--- src/rtl/dflash_emu_read_if.sv ---
// Bus bundle between the CPU-side data-flash decode, the emulation SRAM and
// the memory-data OR bus for the data-flash emulation read sequencer.
interface dflash_emu_read_if #(
  parameter int AW = 12
);
  logic          DFEN;
  logic          DFSEL;
  logic          RDREQ;
  logic [AW-1:0] DFADR;
  logic          EMRD;
  logic [AW-1:0] EMADR;
  logic [15:0]   EMDATA;
  logic [15:0]   DFMDR;
  logic          SLDFLASH;
  logic          DFWAIT;
  logic          DFOVR;
  logic          OVRCLR;

  modport master (
    output DFEN, DFSEL, RDREQ, DFADR, EMDATA, OVRCLR,
    input  EMRD, EMADR, DFMDR, SLDFLASH, DFWAIT, DFOVR
  );

  modport slave (
    input  DFEN, DFSEL, RDREQ, DFADR, EMDATA, OVRCLR,
    output EMRD, EMADR, DFMDR, SLDFLASH, DFWAIT, DFOVR
  );
endinterface

--- src/rtl/dflash_emu_read.sv ---
// Data-flash emulation read sequencer: fetches a word from the emulation SRAM
// with a fixed wait-state count and returns it for one cycle on the OR bus.
module dflash_emu_read #(
  parameter int AW   = 12,
  parameter int WAIT = 2
) (
  input  logic               CLK,
  input  logic               RESB,
  dflash_emu_read_if.slave   bus
);

  localparam logic [1:0] ST_IDLE   = 2'd0;
  localparam logic [1:0] ST_ACCESS = 2'd1;
  localparam logic [1:0] ST_DRIVE  = 2'd2;
  localparam logic [2:0] WAIT_CNT  = 3'(WAIT);

  logic [1:0]  state;
  logic [1:0]  state_nxt;
  logic [2:0]  cnt;
  logic [15:0] data_q;
  logic        req;
  logic        accept;

  assign req    = bus.RDREQ & bus.DFSEL & bus.DFEN;
  assign accept = req & ((state == ST_IDLE) | (state == ST_DRIVE));

  always_comb begin
    state_nxt = state;
    case (state)
      ST_IDLE:   if (accept) state_nxt = ST_ACCESS;
      ST_ACCESS: if (cnt == 3'd0) state_nxt = ST_DRIVE;
      ST_DRIVE:  state_nxt = accept ? ST_ACCESS : ST_IDLE;
      default:   state_nxt = ST_IDLE;
    endcase
  end

  // Status outputs are registered from the next state so they line up with it.
  always_ff @(posedge CLK or negedge RESB) begin
    if (!RESB) begin
      state        <= ST_IDLE;
      cnt          <= 3'd0;
      data_q       <= 16'h0000;
      bus.EMADR    <= '0;
      bus.EMRD     <= 1'b0;
      bus.SLDFLASH <= 1'b0;
      bus.DFWAIT   <= 1'b0;
    end else begin
      state        <= state_nxt;
      bus.EMRD     <= accept;
      bus.SLDFLASH <= (state_nxt != ST_IDLE);
      bus.DFWAIT   <= (state_nxt == ST_ACCESS);
      if (accept) begin
        bus.EMADR <= bus.DFADR;
        cnt       <= WAIT_CNT;
      end else if ((state == ST_ACCESS) && (cnt != 3'd0)) begin
        cnt <= cnt - 3'd1;
      end
      if ((state == ST_ACCESS) && (cnt == 3'd0)) begin
        data_q <= bus.EMDATA;
      end
    end
  end

  // A request arriving mid-fetch is dropped; only the sticky flag records it.
  always_ff @(posedge CLK or negedge RESB) begin
    if (!RESB) begin
      bus.DFOVR <= 1'b0;
    end else if (req && (state == ST_ACCESS)) begin
      bus.DFOVR <= 1'b1;
    end else if (bus.OVRCLR) begin
      bus.DFOVR <= 1'b0;
    end
  end

  assign bus.DFMDR = (state == ST_DRIVE) ? data_q : 16'h0000;

endmodule

--- src/flat_wrapper.sv ---
// flat-port wrapper written by rule: the top's interface ports become plain ports
module dflash_emu_read_flat 
#(
  parameter int AW   = 12,
  parameter int WAIT = 2
)
  (CLK, RESB, bus_DFEN, bus_DFSEL, bus_RDREQ, bus_DFADR, bus_EMDATA, bus_OVRCLR, bus_EMRD, bus_EMADR, bus_DFMDR, bus_SLDFLASH, bus_DFWAIT, bus_DFOVR);
  dflash_emu_read_if #(.AW(AW)) bus_i ();
  input  logic CLK;
  input  logic RESB;
  input wire logic [$bits(bus_i.DFEN)-1:0] bus_DFEN;
  input wire logic [$bits(bus_i.DFSEL)-1:0] bus_DFSEL;
  input wire logic [$bits(bus_i.RDREQ)-1:0] bus_RDREQ;
  input wire logic [$bits(bus_i.DFADR)-1:0] bus_DFADR;
  input wire logic [$bits(bus_i.EMDATA)-1:0] bus_EMDATA;
  input wire logic [$bits(bus_i.OVRCLR)-1:0] bus_OVRCLR;
  output wire logic [$bits(bus_i.EMRD)-1:0] bus_EMRD;
  output wire logic [$bits(bus_i.EMADR)-1:0] bus_EMADR;
  output wire logic [$bits(bus_i.DFMDR)-1:0] bus_DFMDR;
  output wire logic [$bits(bus_i.SLDFLASH)-1:0] bus_SLDFLASH;
  output wire logic [$bits(bus_i.DFWAIT)-1:0] bus_DFWAIT;
  output wire logic [$bits(bus_i.DFOVR)-1:0] bus_DFOVR;
  assign bus_i.DFEN = bus_DFEN;
  assign bus_i.DFSEL = bus_DFSEL;
  assign bus_i.RDREQ = bus_RDREQ;
  assign bus_i.DFADR = bus_DFADR;
  assign bus_i.EMDATA = bus_EMDATA;
  assign bus_i.OVRCLR = bus_OVRCLR;
  assign bus_EMRD = bus_i.EMRD;
  assign bus_EMADR = bus_i.EMADR;
  assign bus_DFMDR = bus_i.DFMDR;
  assign bus_SLDFLASH = bus_i.SLDFLASH;
  assign bus_DFWAIT = bus_i.DFWAIT;
  assign bus_DFOVR = bus_i.DFOVR;
  dflash_emu_read #(.AW(AW), .WAIT(WAIT)) u_core (.CLK(CLK), .RESB(RESB), .bus(bus_i));
endmodule
--- config.mk ---
export PLATFORM = sky130hd
export DESIGN_NAME = dflash_emu_read_flat
export DESIGN_NICKNAME = d
export VERILOG_FILES = /design/src/rtl/dflash_emu_read_if.sv /design/src/rtl/dflash_emu_read.sv /design/src/flat_wrapper.sv
export SDC_FILE = /design/constraint.sdc
export NUM_CORES = 1
export LEC_CHECK = 0
export ABC_CLOCK_PERIOD_IN_PS = 3650
export BUFFER_PORTS_ARGS = -buffer_cell sky130_fd_sc_hd__buf_2
export CAP_MARGIN = 20
export CORE_MARGIN = 2
export CORE_UTILIZATION = 26
export CTS_BUF_LIST = sky130_fd_sc_hd__clkbuf_2 sky130_fd_sc_hd__clkbuf_4 sky130_fd_sc_hd__clkbuf_8
export DETAILED_ROUTE_END_ITERATION = 7
export HOLD_SLACK_MARGIN = 0.06
export SLEW_MARGIN = 40
export SYNTH_ARGS = -nofsm -noshare
export SYNTH_HDL_FRONTEND = slang
export SYNTH_SLANG_ARGS = --single-unit
--- constraint.sdc ---
create_clock -name CLK -period 3.65 [get_ports CLK]
set_clock_uncertainty 0.2 [all_clocks]
set_input_delay 0.365 -clock CLK [delete_from_list [all_inputs] [get_ports CLK]]
set_output_delay 0.365 -clock CLK [all_outputs]
set_load 0.1 [all_outputs]
### Word-level counts from Yosys, hierarchy flattened

Index checks and enable logic that the tools add are counted.

* bits in registers: 37
* latch bits: 0
* RAM bits: 0
* bits in read-only memories: 0
* bits of input ports: 34
* output and inout port bits: 32
* memories: 0

* add/sub/neg operators: 1
* $mul: 0
* divide/modulo/power cells: 0
* order comparisons: 0
* eq/ne operators: 3
* shifts and indexed selects: 0
* muxes and demuxes: 9
* bitwise logic cells: 4
* reduce and logical (&&, ||, !) cells: 9

Operator list (count)
* $mux W16: 1
* $mux W3: 2
* $pmux W2 S3: 1
* $reduce_bool A2 Y1: 3
* $eq A2 B1 Y1 const B: 2
* $mux W2: 2
* $and A1 B1 Y1: 3
* $logic_and A1 B1 Y1: 3
* $logic_not A3 Y1: 1
* $mux W1: 3
* $reduce_bool A3 Y1: 1
* $sub A3 B1 Y3 const B: 1
* $eq A2 B2 Y1 const B: 1
* $logic_not A2 Y1: 1
* $or A1 B1 Y1: 1

### Longest topological paths before layout

* depth in word-level cells: 6
* gate-level depth with buffers: 6

### Worst setup path after synthesis

Ideal clock, no wire load.

* kind: register to output
* from: reg u_core.state[0]
* to: out bus_DFMDR[10]
* arrival time: 1.640 ns
* data required time: 3.085 ns
* slack: 1.445 ns
* cell stages (with the launch flop): 4
* path through: dfrtp_1 -> nor2b_1 -> clkbuf_1 -> and2_1

* word-level cells in the longest chain between the ends: 2

Ends and longest elaborated chain
* start, declared: RTL line dflash_emu_read.sv:17 `logic [1:0] state;`
* start signal, assigned: RTL line dflash_emu_read.sv:48 `state <= state_nxt;`
* $eq A2 B2 Y1: RTL line dflash_emu_read.sv:75 `assign bus.DFMDR = (state == ST_DRIVE) ? data_q : 16'h0000;`
* $mux W16: RTL line dflash_emu_read.sv:75
* end, declared: RTL line flat_wrapper.sv:19 `output wire logic [$bits(bus_i.DFMDR)-1:0] bus_DFMDR;`

No other way between the ends.

### Worst setup path in the final report

* from: reg u_core.state[0]
* to: out bus_DFMDR[11]

The elaborated chain is that of the path after synthesis.

==> flow_summary.toml <==
[run_status]
status = "finished clean"

[placement]
dp_hpwl_um = 2220
io_buffer_count = 65
place_congestion = 0.691
dp_cells = 248

[logic_synthesis]
synth-seq-cells = 37
synth_area_leaders = "dfrtp_1 (58%), mux2_2 (17%), and2_1 (6.3%), mux2_4 (3.8%), nand2b_4 (1.7%)"
ys_top_cells_by_count = "dfrtp_1 (37), mux2_2 (24), and2_1 (16)"
syn_area_sq_um = 1590
synthArstFlopShare = 1.00
yosys_warnings = 0
synthCells = 111
syn-num-nets = 147
syn_area_per_cell_sq_um = 14.3
synth-edff-count = 0
synth_cell_types = 19
synth_top_area_frac = 0.584
yosys.area.top_type = "dfrtp_1"
ys_seq_area_frac = 0.584
synth_top_flop_cell = "dfrtp_1"
synth.most_common_cell = "dfrtp_1"

[setup_path]
critical_path_required_ps = 3080
start_kind = "flop"
reg2reg_from = "u_core.cnt[0]"
r2r_cells = 5
timing.rr.end = "u_core.data_q[5]"
r2r_setup_slack_ps = 1890
arrival_ps = 1810
cp-end-kind = "output pin"
crit_type = "flop to output pin"
critPathMaxFanout = 16

[min_path]
hold-path-endpoint = "u_core.bus.DFOVR"
hold_path_startpoint = "bus_OVRCLR"
holdCritPathClass = "input port to flop"
hold_depth = 2

[layout]
final_cells = 257
nFillCells = 588
antenna_cells = 0
drive_gt1_frac = 0.582
syn2layout_area_growth_pct = 33.3
layout.nets = 217

[clock_network]
numCtsBuffers = 5
clockBufferDepth = 2
clkTransAtPathRegs_ps = 70
post_cts_buffers = 0
cts_tree = "built"
clkSinkCount = 37
ctsHtreeMaxLevel = 2
clock_latency_ps = 280
cts-root-buf = "clkbuf_8"
ctsResizeCount = 0

[timing]
fmax_mhz = 421
rsz0062_at_grt = "no"
slew_viol_final = 0
hold_violations = 0
finalSetupViolCount = 0
min_period_over_period = 0.651
worstMarginPinSlew_ps = 506
fin_crit_ps = 2380
timing.hold.ws_ps = 82.9
fin_tns_setup_ps = 0
slew_headroom = 0.661

[grt]
grt_use_total = 0.0981
grt_pass1_wl_um = 5020
grt_pass1_vias = 1114
grt_max_degree = 38
overflow = 0
antenna_found_initial = 0

[detailed_routing]
drtIter0Drc = 20
detail-route-antenna-nets = 0
dr.pass1.iters = 4
via_count = 1079
vias_per_cell = 4.20
routed_wl_um = 3140
avgRoutedWirePerCell_um = 12.2
route.detailed.drc = 0

[floorplanning]
num_rows = 28
die-area_sq_um = 6740
fp.dieH_um = 82.1
coreArea_sq_um = 5920
num_io_pins = 66
start_util = 0.268
fp.dieW_um = 82.1

[run]
maxCapViolCount = 0
-- layout by cell type, fill, tap and decap left out, types with 2 or more instances in the layout --
master    synthesis  routed
o21ai_0           2       2
buf_2             0      64
mux2_4            4       4
nand3_1           3       3
mux2_2           24      24
clkbuf_8          0       6
ha_1              2       2
nand2b_4          2       2
inv_1             4       4
nand2_1           5       5
nor2b_1           3       2
dfrtp_1          37      37
and2_1           16      16
-- timing repair --
item	in CTS	in global routing
hold endpoints to repair	37	0
endpoints found under the setup margin	0	0
hold buffers	1	0
-- area by class of cell --
type / instances / area, sq um / share of cell area
Timing Repair Buffer: 66 / 338 / 0.160
Clock buffer: 7 / 90.1 / 0.0426
Tap cell: 75 / 93.8 / 0.0444
Multi-Input combinational cell: 67 / 621 / 0.294
Sequential cell: 37 / 926 / 0.438
Inverter: 4 / 15.0 / 0.00710
Clock inverter: 1 / 30.0 / 0.0142
-- how the worst max path moves through the flow --
stage / start / end / depth (start not counted)
6_report: u_core.state[0] / bus_DFMDR[11] / 3
3_5_place_dp: u_core.state[0] / bus_DFMDR[11] / 3
5_1_grt: u_core.state[0] / bus_DFMDR[11] / 3
3_3_place_gp: u_core.state[0] / bus_DFMDR[11] / 3
2_1_floorplan: u_core.state[0] / bus_DFMDR[10] / 3
4_1_cts: u_core.state[0] / bus_DFMDR[11] / 3
-- sequential cells by signal, indices dropped and copies added, names as in the netlist --
name                 flops
u_core.bus.EMRD          1
u_core.data_q           16
u_core.bus.DFOVR         1
u_core.cnt               3
u_core.bus.SLDFLASH      1
u_core.bus.EMADR        12
u_core.bus.DFWAIT        1
u_core.state             2
-- critical path, cell delays in order (launching register included) --
cell     delay [ps]
dfrtp_1         440
nor2b_2         450
and2_1          210
buf_2           430
-- metal layers --
metal,up-vias,part of all wire,track usage
met3,2,0.077,0.0396
li1,514,-,-
met4,0,0.0041,0.0300
met1,524,0.44,0.123
met2,39,0.47,0.154
met5,-,0,0
-- per-stage QoR --
step / utilization / area, sq um / worst slack, ps
floorplan: - / 1590 / 1450
global placement: 0.334 / 1980 / 1320
detailed placement: 0.335 / 1980 / 1280
CTS: 0.357 / 2110 / 952
global route: 0.357 / 2110 / 1150
finish: 0.357 / 2110 / 1270
-- cells by family after synthesis --
group,synth area share
flip-flops,0.584
AND/OR/NAND/NOR,0.141
multiplexers,0.215
buffers and inverters,0.0260
AO/OA/AOI/OAI,0.0182
adder cells (fa/ha/maj),0.0158
Power is not shown: default switching activity piles up to over one toggle a cycle in this logic, so the estimate is an artifact.
